**src/rtl/feistel_round_engine.sv**
```systemverilog
`default_nettype none
// ============================================================================
//  Module      : feistel_round_engine
//  Description : Handshaked Feistel round engine for DES/3DES datapaths.
//                Loads one (L,R) block, runs ROUNDS rounds at one round per
//                clock using an external combinational f-function, and returns
//                the final halves with an optional final swap. Decryption
//                walks the subkey index in reverse order.
//  Revision    : 1.0  initial release
// ============================================================================
module feistel_round_engine #(
    parameter int HALF_W     = 32,
    parameter int ROUNDS     = 16,
    parameter int IDX_W      = 5,
    parameter int FINAL_SWAP = 1
) (
    input  logic              clk,
    input  logic              rst,
    input  logic              in_valid,
    output logic              in_ready,
    input  logic              in_mode,
    input  logic [HALF_W-1:0] in_L,
    input  logic [HALF_W-1:0] in_R,
    output logic [IDX_W-1:0]  round_idx,
    output logic [HALF_W-1:0] f_in_R,
    input  logic [HALF_W-1:0] f_out,
    output logic              out_valid,
    input  logic              out_ready,
    output logic [HALF_W-1:0] out_L,
    output logic [HALF_W-1:0] out_R,
    output logic              busy
);

    // The round counter is one bit wider than the index so it can hold
    // ROUNDS itself even when ROUNDS == 2**IDX_W.
    localparam int               c_CW   = IDX_W + 1;
    localparam logic [c_CW-1:0]  c_LAST = c_CW'(ROUNDS - 1);

    typedef enum logic [1:0] {
        ST_IDLE = 2'd0,
        ST_RUN  = 2'd1,
        ST_DONE = 2'd2
    } state_t;

    state_t             r_state;
    state_t             w_state_next;
    logic [HALF_W-1:0]  r_L;
    logic [HALF_W-1:0]  r_R;
    logic [c_CW-1:0]    r_rnd;
    logic               r_mode;
    logic               w_load;
    logic               w_step;
    logic [HALF_W-1:0]  w_res_L;
    logic [HALF_W-1:0]  w_res_R;

    // State register.
    always_ff @(posedge clk or posedge rst) begin
        if (rst) begin
            r_state <= ST_IDLE;
        end else begin
            r_state <= w_state_next;
        end
    end

    // Next-state decode and handshake outputs.
    always_comb begin
        w_state_next = r_state;
        in_ready     = 1'b0;
        out_valid    = 1'b0;
        busy         = 1'b0;
        w_load       = 1'b0;
        w_step       = 1'b0;
        case (r_state)
            ST_IDLE: begin
                in_ready = 1'b1;
                if (in_valid) begin
                    w_load       = 1'b1;
                    w_state_next = ST_RUN;
                end
            end
            ST_RUN: begin
                busy   = 1'b1;
                w_step = 1'b1;
                if (r_rnd == c_LAST) begin
                    w_state_next = ST_DONE;
                end
            end
            ST_DONE: begin
                busy      = 1'b1;
                out_valid = 1'b1;
                if (out_ready) begin
                    w_state_next = ST_IDLE;
                end
            end
            default: begin
                w_state_next = ST_IDLE;
            end
        endcase
    end

    // Block datapath: load on accept, one Feistel round per RUN cycle.
    always_ff @(posedge clk or posedge rst) begin
        if (rst) begin
            r_L    <= '0;
            r_R    <= '0;
            r_rnd  <= '0;
            r_mode <= 1'b0;
        end else if (w_load) begin
            r_L    <= in_L;
            r_R    <= in_R;
            r_rnd  <= '0;
            r_mode <= in_mode;
        end else if (w_step) begin
            r_L    <= r_R;
            r_R    <= r_L ^ f_out;
            r_rnd  <= r_rnd + c_CW'(1);
        end
    end

    // Decrypt mirrors the index; the subtraction wraps and is then truncated,
    // so the value outside RUN is simply whatever the counter implies.
    assign round_idx = r_mode ? IDX_W'(c_LAST - r_rnd) : IDX_W'(r_rnd);
    assign f_in_R    = r_R;

    generate
        if (FINAL_SWAP != 0) begin : g_swap
            assign w_res_L = r_R;
            assign w_res_R = r_L;
        end else begin : g_noswap
            assign w_res_L = r_L;
            assign w_res_R = r_R;
        end
    endgenerate

    // Result is only exposed while it is being offered.
    assign out_L = out_valid ? w_res_L : '0;
    assign out_R = out_valid ? w_res_R : '0;

endmodule
`default_nettype wire

```
**config.mk**
```make
export PLATFORM = sky130hd
export DESIGN_NAME = feistel_round_engine
export DESIGN_NICKNAME = d
export VERILOG_FILES = /design/src/rtl/feistel_round_engine.sv
export SDC_FILE = /design/constraint.sdc
export NUM_CORES = 1
export LEC_CHECK = 0
export CAP_MARGIN = 10
export CORE_MARGIN = 3
export CORE_UTILIZATION = 41
export CTS_CLUSTER_SIZE = 14
export DETAILED_ROUTE_END_ITERATION = 8
export MAX_ROUTING_LAYER = met4
export PLACE_DENSITY = 0.81
export SKIP_CTS_REPAIR_TIMING = 1
export SLEW_MARGIN = 20
export SYNTH_ARGS = -nofsm -noshare
export SYNTH_HDL_FRONTEND = slang
export SYNTH_SLANG_ARGS = --single-unit
```
**constraint.sdc**
```tcl
create_clock -name clk -period 3.5 [get_ports clk]
set_input_delay 1.05 -clock clk [delete_from_list [all_inputs] [get_ports clk]]
set_output_delay 1.05 -clock clk [all_outputs]
set_load 0.02 [all_outputs]
```
======== Word level (Yosys, flattened, before mapping) ========
Index checks and enable logic that the tools add are counted.
storage, ports and cells
  output and inout port bits .............. 104
  bits in registers ....................... 73
operators by class
  add/subtract/negate cells ............... 2
  equality and inequality tests ........... 6
  bitwise operators ....................... 1
  reductions and logical operators ........ 4
  muxes and demuxes ....................... 19
operators with widths
  operator                                                            number
  32-bit 2-to-1 mux                                                   6
  32-bit bitwise XOR                                                  1
  6-bit 2-to-1 mux                                                    2
  6-bit by 1-bit adder with 6-bit output (second input constant)      1
  6-bit by 4-bit == test with 1-bit output (second input constant)    1
  1-bit 2-to-1 mux                                                    6
  2-bit 2-to-1 mux                                                    3
  2-bit != test (second input constant)                               3
  2-bit one-hot mux with 3 select lines                               1
  5-bit 2-to-1 mux                                                    1
  4-bit by 5-bit subtractor with 5-bit output (first input constant)  1
  3-bit AND reduction                                                 1
  2-bit by 1-bit == test with 1-bit output (second input constant)    1
  2-bit == test (second input constant)                               1
  2-bit zero test                                                     1
  2-bit nonzero test                                                  1
  2-bit OR reduction                                                  1

======== Logic depth before layout (Yosys ltp) ========
  word-level depth ........................ 4
  mapped depth ............................ 8
  gate-level depth less buffers ........... 5

======== Worst setup path before layout ========
No wires, ideal clock.
  path type ............................... register -> output
  start ................................... register r_state[0]
  end ..................................... output port out_L[10]
  required time ........................... 2.450 ns
  slack ................................... 0.941 ns
  stages on the path, launching flop included .. 6
  buffers on the path ..................... 2
  arrival time ............................ 1.509 ns
  cell sequence ........................... dfrtp_1 -> inv_1 -> ha_1 -> clkbuf_1 -> clkbuf_1 -> and2_1
between the ends
  word-level cells in the longest chain between the ends .. 3
ends and longest elaborated chain
  item                    RTL line  RTL
  from (decl)             45        state_t r_state;
  from (signal assigned)  61        r_state <= w_state_next;
  2-bit == test           73        case (r_state)
  1-bit 2-to-1 mux        73
  net out_valid           27        output logic out_valid,
  32-bit 2-to-1 mux       136       assign out_L = out_valid ? w_res_L : '0;
  to (decl)               29        output logic [HALF_W-1:0] out_L,
The timed path passes the listed nets, and every way through them passes these cells.

======== Worst setup path after layout ========
  start ................................... register r_state[0]
  end ..................................... output port out_R[12]
between the ends
  word-level cells in the longest chain between the ends .. 3
ends and longest elaborated chain
  item               RTL line  RTL
  2-bit == test      73
  1-bit 2-to-1 mux   73
  32-bit 2-to-1 mux  137       assign out_R = out_valid ? w_res_R : '0;
  to (decl)          30        output logic [HALF_W-1:0] out_R,
Every way passes these cells.

==> flow_summary.yaml <==
status:
  status: "finished, final reports clean"
final_layout:
  design_area_sq_mm: 0.00660
  diodes: 0
  seqCellArea_sq_mm: 0.00183
  fin_cells: 760
  drive_above_1_share_pct: 4.78
  multiInputGateArea_sq_mm: 0.00223
  area_growth_pct: 57.9
  layout.nets: 729
  fin_util_pct: 66.9
  nFillCells: 782
setup_path:
  regToRegStartpoint: "r_state[1]$_DFFE_PP0P_"
  end_kind: "primary output"
  start_kind: "register"
  r2r_slack_ps: 1180
  cp_slowest_cell: "clkdlybuf4s50_1"
  cp-startpoint: "r_state[0]$_DFFE_PP0P_"
  cp_data_required_time_ps: 2450
  worstSetupPathType: "register to primary output"
  slowest_delay_ps: 610
  r2r-end: "f_in_R[18]$_DFFE_PP0P_"
  path_max_fanout: 33
  reg2reg_depth: 5
  worstPathArrival_ps: 2290
  cp_cell_sequence: "inv_1 > ha_4 > buf_12 > and2_1 > clkdlybuf4s50_1"
run:
  cap_violations: 0
logic_synthesis:
  seq_area_frac_synth_pct: 43.7
  synth_seq_cells: 73
  avgSynthCellArea_sq_um: 9.68
  synth_nets: 539
  yosysUniqueCellTypes: 25
  yosys_warnings: 0
  synthCells: 432
  syn_area_sq_mm: 0.00418
placement:
  gp_congestion: 0.796
  dp.final_hpwl_mm: 8.41
  dpl_cell_area_sq_mm: 0.00633
  portBuffers: 204
  place_inst: 742
detailed_routing:
  drc: 0
  routedWlPerCell_microns: 15.6
  drt_wl_total_mm: 11.8
  drt_iter0_drc: 124
  drt_first_pass_iters: 4
  vias: 3685
  ant_nets: 0
  via_per_inst: 4.85
pwr:
  p_leak_nw: 2.73
  power_mw: 5.81
  ir_drop_v: 0.000415
  p_per_area_mw_per_mm2: 880
die:
  num_io_pins: 205
  row_count: 36
  fp.coreArea_sq_mm: 0.00986
  fp.dieW_microns: 107
  die_area_sq_mm: 0.0114
  die_h_microns: 107
  start_util_pct: 42.4
hold_path:
  min_to: "r_rnd[5]$_DFFE_PP0P_"
  hold_depth: 2
  min_path_type: "register to register"
  min_from: "r_rnd[5]$_DFFE_PP0P_"
global_route:
  grt_start_max_net_pins: 67
  grt.overflow.total: 0
  antenna_found_initial: 0
  grt_pass1_wl_mm: 18.3
  track_usage_pct: 20.4
  grt_pass1_vias: 3841
clocking:
  clk_latency_ps: 340
  cts-htree-levels: 3
  clockBufferDepth: 2
  cts_buffers: 9
  cts_root_buffer: "clkbuf_8"
  clk_pin_slew_ps: 90
  cts_sinks: 73
  cts_tree: "built"
timing:
  finalClockSkew_ps: 17.0
  rsz0062_at_grt: "no"
  maxSlewViolCount: 0
  slew_headroom_pct: 44.9
  setup_violations: 0
  finalHoldViolations: 0
  max_freq_mhz: 300
  fin_crit_sh_pct: 95.3
  period_minus_slack_ps: 3340
  hold_ws_ps: 580
  tightestPinTransition_ps: 826
-- state kept, by name, indices dropped and copies added (netlist names) --
register / count
f_in_R: 32
r_L: 32
r_mode: 1
r_rnd: 6
r_state: 2
-- synth_stat cells --
cell	number	area, sq um
or3_1	1	6.26
xnor2_1	1	8.76
and2_1	65	407
mux2_1	3	33.8
a21boi_2	1	11.3
mux2i_1	65	651
nand2_1	66	248
buf_6	1	11.3
clkbuf_1	17	63.8
and2b_1	1	7.51
dfrtp_1	73	1830
buf_4	1	7.51
o21ai_1	28	140
or3b_4	1	11.3
buf_1	4	15.0
buf_2	9	45.0
inv_1	3	11.3
nor2_1	5	18.8
o21ai_0	37	185
nand4_1	2	12.5
xor2_1	39	342
a2111oi_4	1	27.5
a21oi_1	1	5.00
ha_1	6	75.1
and2b_4	1	10.0
-- kinds of logic (layout without fill, tap and decap cells) --
family	Yosys count	count (layout)	synth area share (%)
AOI/OAI and AO/OA	68	68	8.83
xor gates and xnor gates	40	40	8.38
adders and majority gates	6	6	1.80
buffers and inverters	35	230	3.68
DFF	73	73	43.7
muxes	68	68	16.4
and+or+nand+nor	142	142	17.2
-- worst max path at each step --
stage / end / slack, ps / depth (start not counted)
2_1_floorplan: f_in_R[0]$_DFFE_PP0P_ / 600 / 1
5_1_grt: out_L[23] / 70 / 5
3_3_place_gp: out_R[31] / 240 / 4
4_1_cts: out_R[31] / -260 / 4
3_5_place_dp: out_R[31] / 130 / 4
6_report: out_R[12] / 160 / 5
-- per-layer routing --
metal | vias up | part of all wire [%] | wire length [microns] | GRT usage, %
met2 | 139 | 50 | 5880 | 35.1
met4 | 0 | 2.8 | 337 | 8.31
met1 | 1712 | 42 | 4950 | 23.3
li1 | 1804 | - | - | -
met3 | 30 | 5.7 | 674 | 4.21
met5 | - | 0 | 0 | -
-- worst max-delay path, delay by kind of cell, from the launching register on --
family	cells	cell delay [ps]
buf+inv	3	1000
flops	1	440
fa+ha+maj	1	350
simple gates	1	140
-- layout by cell type (no fill, tap or decap), types with 5 or more instances in the layout --
cell type | netlist | final
and2_1 | 65 | 64
o21ai_0 | 37 | 37
xor2_1 | 39 | 39
nor2_1 | 5 | 5
o21ai_1 | 28 | 28
dfrtp_1 | 73 | 73
nand2_1 | 66 | 66
clkdlybuf4s50_1 | 0 | 204
clkbuf_8 | 0 | 11
mux2i_1 | 65 | 65
-- per-stage QoR --
step	worst slack, ps	setup TNS [ps]
floorplan	597	0
global placement	242	0
detailed placement	133	0
CTS	-257	-13470
global route	69.0	0
finish	164	0
-- final cells by class --
cell class,count,share of cell area [%]
Tap cell,133,2.52
Clock buffer,12,2.35
Sequential cell,73,27.7
Timing Repair Buffer,211,32.4
Clock inverter,4,1.14
Inverter,3,0.171
Multi-Input combinational cell,324,33.7
-- report_power, final --
group | internal (mW) | leakage [nW] | switching (mW) | total (mW)
logic | 1.66 | 1.73 | 1.69 | 3.35
clock network | 0.441 | 0.109 | 0.324 | 0.766
registers | 1.27 | 0.895 | 0.427 | 1.70
total | 3.37 | 2.73 | 2.44 | 5.81
Power figures use the tool's default switching activity.
